`config.mk`:
```
export PLATFORM = sky130hd
export DESIGN_NAME = aes_spi_slave_if_flat
export DESIGN_NICKNAME = d
export VERILOG_FILES = /design/src/rtl/aes_spi_slave_if_if.sv /design/src/rtl/aes_spi_slave_if.sv /design/src/flat_wrapper.sv
export SDC_FILE = /design/constraint.sdc
export NUM_CORES = 1
export LEC_CHECK = 0
export BUFFER_PORTS_ARGS = -buffer_cell sky130_fd_sc_hd__buf_4
export CAP_MARGIN = 25
export CELL_PAD_IN_SITES_DETAIL_PLACEMENT = 1
export CELL_PAD_IN_SITES_GLOBAL_PLACEMENT = 2
export CORE_MARGIN = 2
export CORE_UTILIZATION = 35
export DETAILED_ROUTE_END_ITERATION = 7
export PLACE_DENSITY = 0.88
export SYNTH_ARGS = -nofsm -noshare
export SYNTH_HDL_FRONTEND = slang
export SYNTH_SLANG_ARGS = --single-unit
```
`constraint.sdc`:
```
create_clock -name clk -period 5.11 [get_ports clk]
set_input_delay 1.022 -clock clk [delete_from_list [all_inputs] [get_ports clk]]
set_output_delay 1.022 -clock clk [all_outputs]
set_load 0.01 [all_outputs]
```
`src/rtl/aes_spi_slave_if_if.sv`:
```
// rtl/aes_spi_slave_if_if.sv - SPI link and AES core handshake bundle for aes_spi_slave_if.
interface aes_spi_slave_if_if #(
  parameter int DATA_W = 128
);
  logic              CS;
  logic              SDI;
  logic              SDO;
  logic              sdo_valid;
  logic              frame_done;
  logic              err;
  logic              core_start;
  logic [DATA_W-1:0] core_block;
  logic [DATA_W-1:0] core_result;
  logic              core_done;

  modport slave (
    input  CS, SDI, core_result, core_done,
    output SDO, sdo_valid, frame_done, err, core_start, core_block
  );

  modport master (
    output CS, SDI, core_result, core_done,
    input  SDO, sdo_valid, frame_done, err, core_start, core_block
  );
endinterface

```
`src/rtl/aes_spi_slave_if.sv`:
```
// rtl/aes_spi_slave_if.sv - SPI responder: shift a block in, run it through the AES core, shift the result out.
module aes_spi_slave_if #(
  parameter int DATA_W  = 128,
  parameter int TIMEOUT = 64
) (
  input logic                 clk,
  input logic                 rst,
  aes_spi_slave_if_if.slave   bus
);
  localparam int CW = $clog2(DATA_W);
  localparam int TW = $clog2(TIMEOUT);
  localparam logic [CW-1:0] LAST_BIT = CW'(DATA_W - 1);
  localparam logic [TW-1:0] LAST_TO  = TW'(TIMEOUT - 1);

  typedef enum logic [2:0] {IDLE, RECV, START, WAIT, SEND} state_t;

  state_t              state;
  logic [CW-1:0]       bit_cnt;
  logic [TW-1:0]       to_cnt;
  // Shift registers hold only the bits not yet on the wire, so every bit is consumed.
  logic [DATA_W-2:0]   shift_in;
  logic [DATA_W-2:0]   shift_out;
  logic [DATA_W-1:0]   in_next;
  logic [DATA_W-1:0]   out_next;
  logic                sdo_q;
  logic                sdo_valid_q;
  logic                frame_done_q;
  logic                err_q;
  logic                core_start_q;
  logic [DATA_W-1:0]   core_block_q;

  assign in_next  = {shift_in, bus.SDI};
  assign out_next = {shift_out, 1'b0};

  always_ff @(posedge clk) begin
    if (rst) begin
      state        <= IDLE;
      bit_cnt      <= '0;
      to_cnt       <= '0;
      shift_in     <= '0;
      shift_out    <= '0;
      sdo_q        <= 1'b0;
      sdo_valid_q  <= 1'b0;
      frame_done_q <= 1'b0;
      err_q        <= 1'b0;
      core_start_q <= 1'b0;
      core_block_q <= '0;
    end else begin
      core_start_q <= 1'b0;
      frame_done_q <= 1'b0;
      err_q        <= 1'b0;
      case (state)
        IDLE: begin
          if (bus.CS) begin
            shift_in <= in_next[DATA_W-2:0];
            bit_cnt  <= CW'(1);
            state    <= RECV;
          end
        end
        RECV: begin
          if (!bus.CS) begin
            bit_cnt <= '0;
            state   <= IDLE;
          end else begin
            shift_in <= in_next[DATA_W-2:0];
            if (bit_cnt == LAST_BIT) begin
              // Block and start become visible together so the core sees a complete block.
              core_block_q <= in_next;
              core_start_q <= 1'b1;
              state        <= START;
            end else begin
              bit_cnt <= bit_cnt + CW'(1);
            end
          end
        end
        START: begin
          to_cnt  <= '0;
          bit_cnt <= '0;
          state   <= WAIT;
        end
        WAIT: begin
          if (bus.core_done) begin
            shift_out   <= bus.core_result[DATA_W-2:0];
            sdo_q       <= bus.core_result[DATA_W-1];
            sdo_valid_q <= 1'b1;
            bit_cnt     <= '0;
            state       <= SEND;
          end else if (to_cnt == LAST_TO) begin
            err_q <= 1'b1;
            state <= IDLE;
          end else begin
            to_cnt <= to_cnt + TW'(1);
          end
        end
        SEND: begin
          if (bit_cnt == LAST_BIT) begin
            sdo_q        <= 1'b0;
            sdo_valid_q  <= 1'b0;
            frame_done_q <= 1'b1;
            bit_cnt      <= '0;
            state        <= IDLE;
          end else begin
            sdo_q     <= out_next[DATA_W-1];
            shift_out <= out_next[DATA_W-2:0];
            bit_cnt   <= bit_cnt + CW'(1);
          end
        end
        default: state <= IDLE;
      endcase
    end
  end

  assign bus.SDO        = sdo_q;
  assign bus.sdo_valid  = sdo_valid_q;
  assign bus.frame_done = frame_done_q;
  assign bus.err        = err_q;
  assign bus.core_start = core_start_q;
  assign bus.core_block = core_block_q;
endmodule

```
`src/flat_wrapper.sv`:
```
// flat-port wrapper written by rule: the top's interface ports become plain ports
module aes_spi_slave_if_flat 
#(
  parameter int DATA_W  = 128,
  parameter int TIMEOUT = 64
)
  (clk, rst, bus_CS, bus_SDI, bus_core_result, bus_core_done, bus_SDO, bus_sdo_valid, bus_frame_done, bus_err, bus_core_start, bus_core_block);
  aes_spi_slave_if_if #(.DATA_W(DATA_W)) bus_i ();
  input logic clk;
  input logic rst;
  input wire logic [$bits(bus_i.CS)-1:0] bus_CS;
  input wire logic [$bits(bus_i.SDI)-1:0] bus_SDI;
  input wire logic [$bits(bus_i.core_result)-1:0] bus_core_result;
  input wire logic [$bits(bus_i.core_done)-1:0] bus_core_done;
  output wire logic [$bits(bus_i.SDO)-1:0] bus_SDO;
  output wire logic [$bits(bus_i.sdo_valid)-1:0] bus_sdo_valid;
  output wire logic [$bits(bus_i.frame_done)-1:0] bus_frame_done;
  output wire logic [$bits(bus_i.err)-1:0] bus_err;
  output wire logic [$bits(bus_i.core_start)-1:0] bus_core_start;
  output wire logic [$bits(bus_i.core_block)-1:0] bus_core_block;
  assign bus_i.CS = bus_CS;
  assign bus_i.SDI = bus_SDI;
  assign bus_i.core_result = bus_core_result;
  assign bus_i.core_done = bus_core_done;
  assign bus_SDO = bus_i.SDO;
  assign bus_sdo_valid = bus_i.sdo_valid;
  assign bus_frame_done = bus_i.frame_done;
  assign bus_err = bus_i.err;
  assign bus_core_start = bus_i.core_start;
  assign bus_core_block = bus_i.core_block;
  aes_spi_slave_if #(.DATA_W(DATA_W), .TIMEOUT(TIMEOUT)) u_core (.clk(clk), .rst(rst), .bus(bus_i));
endmodule
```
# Yosys cells after proc, flatten, opt, wreduce, memory -nomap -nowiden
# Cells that the tools add are included.
dict set report totals {
  elab_cells 75
  ff_bits 403
  out_inout_bits 133
}
dict set report op_classes {
  n_addsub 2
  muxes 27
  eq_ne 15
  reduce_logical 16
  bitwise_logic 4
}
# cell count
set ops {}
lappend ops {{$mux W127} 2}
lappend ops {{$pmux W127 S2} 1}
lappend ops {{$mux W7} 5}
lappend ops {{$pmux W7 S5} 1}
lappend ops {{$mux W3} 6}
lappend ops {{$pmux W3 S5} 1}
lappend ops {{$mux W6} 2}
lappend ops {{$pmux W6 S2} 1}
lappend ops {{$reduce_and A3 Y1} 4}
lappend ops {{$ne A2 B2 Y1 const B} 5}
lappend ops {{$reduce_and A4 Y1} 2}
lappend ops {{$add A7 B1 Y7 const B} 1}
lappend ops {{$eq A7 B7 Y1 const B} 1}
lappend ops {{$add A6 B1 Y6 const B} 1}
lappend ops {{$eq A3 B2 Y1 const B} 2}
lappend ops {{$eq A6 B6 Y1 const B} 1}
lappend ops {{$mux W1} 6}
lappend ops {{$ne A3 B2 Y1 const B} 2}
lappend ops {{$reduce_or A3 Y1} 2}
lappend ops {{$reduce_bool A5 Y1} 1}
lappend ops {{$not A1 Y1} 4}
lappend ops {{$pmux W1 S2} 2}
lappend ops {{$reduce_and A2 Y1} 2}
lappend ops {{$reduce_bool A2 Y1} 2}
lappend ops {{other kinds (6)} 7}

# Longest topological paths before layout
dict set report depth {
  ltp_word 4
  ltp_mapped 8
}

# Worst setup path after synthesis
# OpenSTA, ideal clock, no wires.
dict set report synth_path {
  path_kind {input -> register}
  startpoint {input port bus_CS}
  endpoint {register u_core.core_block_q[100] (netlist: u_core.bus.core_block[100])}
  setup_time_ps 132
  slack_ps 2874
  path_stages 7
  arrival_time_ps 2104
  path_cell_list {buf_2 -> nand4bb_1 -> or3_1 -> clkbuf_1 -> buf_2 -> nand2_1 -> a21oi_1}
}
dict set report synth_between {
  elab_chain_cells 1
}
# element line
set synth_lines {}
lappend synth_lines {{from (decl)} flat_wrapper.sv:11} ;# input wire logic [$bits(bus_i.CS)-1:0] bus_CS;
lappend synth_lines {{$reduce_and A3 Y1 (no source line)} --}
lappend synth_lines {{to (signal assigned)} aes_spi_slave_if.sv:68} ;# core_block_q <= in_next;
lappend synth_lines {{to (decl)} aes_spi_slave_if.sv:30} ;# logic [DATA_W-1:0] core_block_q;
# No other way between the ends.
# A chain may end at the register's enable or synchronous reset.

# Final worst setup path
dict set report layout_path {
  startpoint {register u_core.state[0]}
  endpoint {register u_core.shift_out[108]}
}
dict set report layout_between {
  elab_chain_cells 3
  elab_cells_between_ends 7
}
# element line
set layout_lines {}
lappend layout_lines {{from (decl)} aes_spi_slave_if.sv:17} ;# state_t state;
lappend layout_lines {{from (signal assigned)} aes_spi_slave_if.sv:37} ;# state <= IDLE;
lappend layout_lines {{from (signal assigned)} aes_spi_slave_if.sv:57} ;# state <= RECV;
lappend layout_lines {{from (signal assigned)} aes_spi_slave_if.sv:63} ;# state <= IDLE;
lappend layout_lines {{$eq A3 B3 Y1 or $eq A3 B2 Y1 (tied branches)} aes_spi_slave_if.sv:52} ;# case (state)
lappend layout_lines {{$ne A2 B2 Y1 (no source line) or $reduce_bool A2 Y1 (tied branches)} --}
lappend layout_lines {{$reduce_and A3 Y1 (no source line)} --}
lappend layout_lines {{to (signal assigned)} aes_spi_slave_if.sv:83} ;# shift_out <= bus.core_result[DATA_W-2:0];
lappend layout_lines {{to (signal assigned)} aes_spi_slave_if.sv:104} ;# shift_out <= out_next[DATA_W-2:0];
lappend layout_lines {{to (decl)} aes_spi_slave_if.sv:22} ;# logic [DATA_W-2:0] shift_out;
# Several ways; a longest one is shown, not always the timed one.

==> impl_metrics.json <==
{
  "drcViolationCount": 0,
  "avgSynthCellArea_um2": 7.950,
  "power_density_nw_per_um2": 344.5,
  "ant_nets": 0,
  "post_drt_wl_per_cell_um": 15.80,
  "avgViaCountPerCell": 5.135,
  "hold_depth": 2,
  "period_needed_ns": 2.899,
  "synth_area_leaders": "dfxtp_1 52%, nand2_1 19%, a21oi_1 8.7%",
  "pin_count": 266,
  "drt_iter0_markers": 732,
  "grt_pass1_vias": 14040,
  "instances_no_fill": 2740,
  "routed_wl_um": 43290,
  "slew_viol_final": 0,
  "grt_remaining_overflow": 0,
  "syn_to_final_growth_pct": 22.40,
  "synth_flop_cell": "dfxtp_1",
  "synth_area_um2": 15620,
  "hold_viol": 0,
  "synth_top_family_by_area": "simple AND/OR/NAND/NOR gates",
  "leakage_nw": 6.799,
  "synth-warning-count": 0,
  "seq_area_um2": 8068,
  "cts_tree": "done",
  "cts_max_level": 2,
  "slowest_delay_ns": 0.86,
  "holdBufCountCts": 0,
  "antenna_found_initial": 0,
  "core_area_um2": 44120,
  "row_count": 77,
  "yosysSeqAreaShare": 0.5164,
  "clock_path_buffers": 3,
  "arrival_ns": 3.36,
  "async_flop_share": 0,
  "synthSimpleGateAreaFrac": 0.2462,
  "relSlewSlack": 0.2991,
  "dieWidth_um": 215.3,
  "portBuffers": 265,
  "cap_violations": 0,
  "cts_setup_buffers": 0,
  "regToRegSetupSlack_ns": 2.21,
  "synth_edf_count": 0,
  "netlist_instances": 1965,
  "track_usage": 0.1813,
  "cts_resized": 0,
  "hp-class": "flop to flop",
  "insertion_delay_ns": 0.58,
  "place_inst": 2660,
  "synth_top_cell_area_share": 0.5164,
  "start_util": 0.3541,
  "synth_fa_ha_area_frac": 0.001602,
  "whs_ns": 0.4544,
  "fin_crit_sh": 0.5674,
  "synth_xor_area_frac": 0,
  "clock_sinks": 403,
  "hp-start": "u_core.bus.core_block[38]$_SDFFE_PP0P_",
  "die_y_um": 215.3,
  "ir_worst_vdd_mv": 0.2037,
  "skew_ns": 0.02269,
  "fin_setup_tns_ns": 0,
  "reg2reg_to": "u_core.shift_out[108]$_SDFFE_PP0P_",
  "outcome": "finished clean",
  "multi_input_area_um2": 6688,
  "fillers": 5413,
  "place_congestion": 0.7571,
  "holdPathEnd": "u_core.bus.core_block[38]$_SDFFE_PP0P_",
  "power_w": 0.006587,
  "ys_ff_latch": 403,
  "first_pass_iters": 5,
  "grt_max_degree": 140,
  "nets": 2249,
  "vias": 14070,
  "synth_compound_area_frac": 0.1753,
  "cts_root_buf": "clkbuf_16",
  "crit_chain": "nor2b_1, and3_4, buf_4, nor3_1, a311oi_1",
  "setup_violations": 0,
  "cts_buffers": 44,
  "postSynthNetCount": 2100,
  "synthMuxAreaShare": 0.001281,
  "yosysTopAreaCell": "dfxtp_1",
  "max_slew.worst_pin.slew_ns": 1.051,
  "critical_path_class": "flop to flop",
  "grt_pass1_wl_um": 71020,
  "crit_path_max_fanout": 89,
  "timing.rr.start": "u_core.state[0]$_SDFFE_PP0P_",
  "grt_setup_unrepaired": "no",
  "dieArea_um2": 46340,
  "hpwl_um": 26430,
  "drive_gt1_frac": 0.1742,
  "crit_slowest_cell": "and3_4",
  "worst_r2r_path_depth": 5,
  "clk_pin_slew_ns": 0.06,
  "fmax_mhz": 344.9,
  "startpoint_type": "flop",
  "synth_cell_types": 47,
  "cp.required_ns": 5.57,
  "cp-end-kind": "flop"
}
[state kept, by name, summed over array words and instances, names as in the netlist]
name and count:
u_core.shift_out 127, u_core.shift_in 127, u_core.bus.core_block 128, u_core.bus.SDO 1, u_core.bit_cnt 7, u_core.state 3, u_core.bus.core_start 1, u_core.bus.frame_done 1
u_core.bus.sdo_valid 1, u_core.bus.err 1, u_core.to_cnt 6
[metrics by stage]
stage | instance area (um2) | worst slack [ns] | util
detailed placement | 17690 | 1.949 | 0.4010
floorplan | 15620 | 2.874 | -
global route | 19120 | 1.972 | 0.4333
global placement | 17690 | 2.029 | 0.4010
finish | 19120 | 2.211 | 0.4334
CTS | 19120 | 2.246 | 0.4333
[worst max-delay path by stage]
| stage | start | to | slack, ns |
|---|---|---|---|
| finish | u_core.state[0]$_SDFFE_PP0P_ | u_core.shift_out[108]$_SDFFE_PP0P_ | 2.21 |
| global route | u_core.state[2]$_SDFFE_PP0P_ | u_core.shift_out[86]$_SDFFE_PP0P_ | 1.97 |
| CTS | u_core.state[0]$_SDFFE_PP0P_ | u_core.shift_out[108]$_SDFFE_PP0P_ | 2.25 |
| detailed placement | bus_CS | u_core.bus.core_block[71]$_SDFFE_PP0P_ | 1.95 |
| global placement | bus_CS | u_core.bus.core_block[86]$_SDFFE_PP0P_ | 2.03 |
| floorplan | bus_CS | u_core.bus.core_block[100]$_SDFFE_PP0P_ | 2.87 |
[cells in the mapped netlist, types with 2 or more instances]
library cell / count
nor2b_1: 2
nand3b_1: 2
mux2i_1: 2
dfxtp_1: 403
buf_6: 9
clkbuf_1: 76
a311oi_1: 116
or4_1: 6
buf_2: 64
buf_1: 8
nand2_1: 772
nand3_1: 11
and3_1: 4
buf_4: 21
o31ai_1: 5
ha_1: 2
inv_1: 5
a311oi_2: 11
nor2_1: 4
a21oi_1: 273
nor3_1: 130
o21ai_0: 8
or3_1: 7
[critical path, delay by kind of cell (launching register included)]
family                 cells  cell delay, ns
AO/OA/AOI/OAI              1            0.30
flip-flops                 1            0.72
buffers and inverters      1            0.41
AND/OR/NAND/NOR            3            1.24
[where the power goes]
| part | internal, W | switching (W) |
|---|---|---|
| sequential | 0.00316 | 0.0000152 |
| combinational | 0.000109 | 0.000168 |
| clock | 0.00183 | 0.00130 |
| total | 0.00510 | 0.00149 |
[logic make-up after synthesis]
logic type / after synthesis
AOI/OAI and AO/OA: 425
muxes: 2
and+or+nand+nor: 948
buffers and inverters: 185
adders and majority gates: 2
DFF: 403
[layout by cell type (no fill, tap or decap), drive strengths merged, types with 2 or more instances in the layout]
| cell type | instances |
|---|---|
| or3 | 7 |
| clkinv | 11 |
| nand4 | 2 |
| o31ai | 6 |
| bufinv | 2 |
| ha | 2 |
| nor3 | 131 |
| nand2 | 773 |
| o21ai | 10 |
| dfxtp | 403 |
| mux2i | 2 |
| nand3 | 11 |
| a21oi | 273 |
| clkbuf | 66 |
| and3 | 4 |
| buf | 282 |
| nand3b | 2 |
| or4 | 6 |
| nor2 | 4 |
| o211ai | 2 |
| inv | 6 |
| nor2b | 2 |
| a311oi | 127 |
[layer usage]
| metal | track usage | part of all wire | up-vias |
|---|---|---|---|
| li1 | - | - | 6977 |
| met1 | 0.2359 | 0.46 | 6788 |
| met2 | 0.2942 | 0.46 | 254 |
| met3 | 0.04628 | 0.059 | 50 |
| met4 | 0.05747 | 0.020 | 0 |
| met5 | 0 | 0 | - |
[layout make-up]
| class | count | share of cell area |
|---|---|---|
| clock buffer | 66 | 0.06668 |
| clock inverter | 13 | 0.007917 |
| antenna | 1 | 0.0001309 |
| multi-input combinational | 1377 | 0.3497 |
| tap | 592 | 0.03874 |
| timing repair buffer | 282 | 0.1137 |
| sequential | 403 | 0.4219 |
| inverter | 6 | 0.001178 |
No activity file was read; power rests on OpenSTA's default activity.
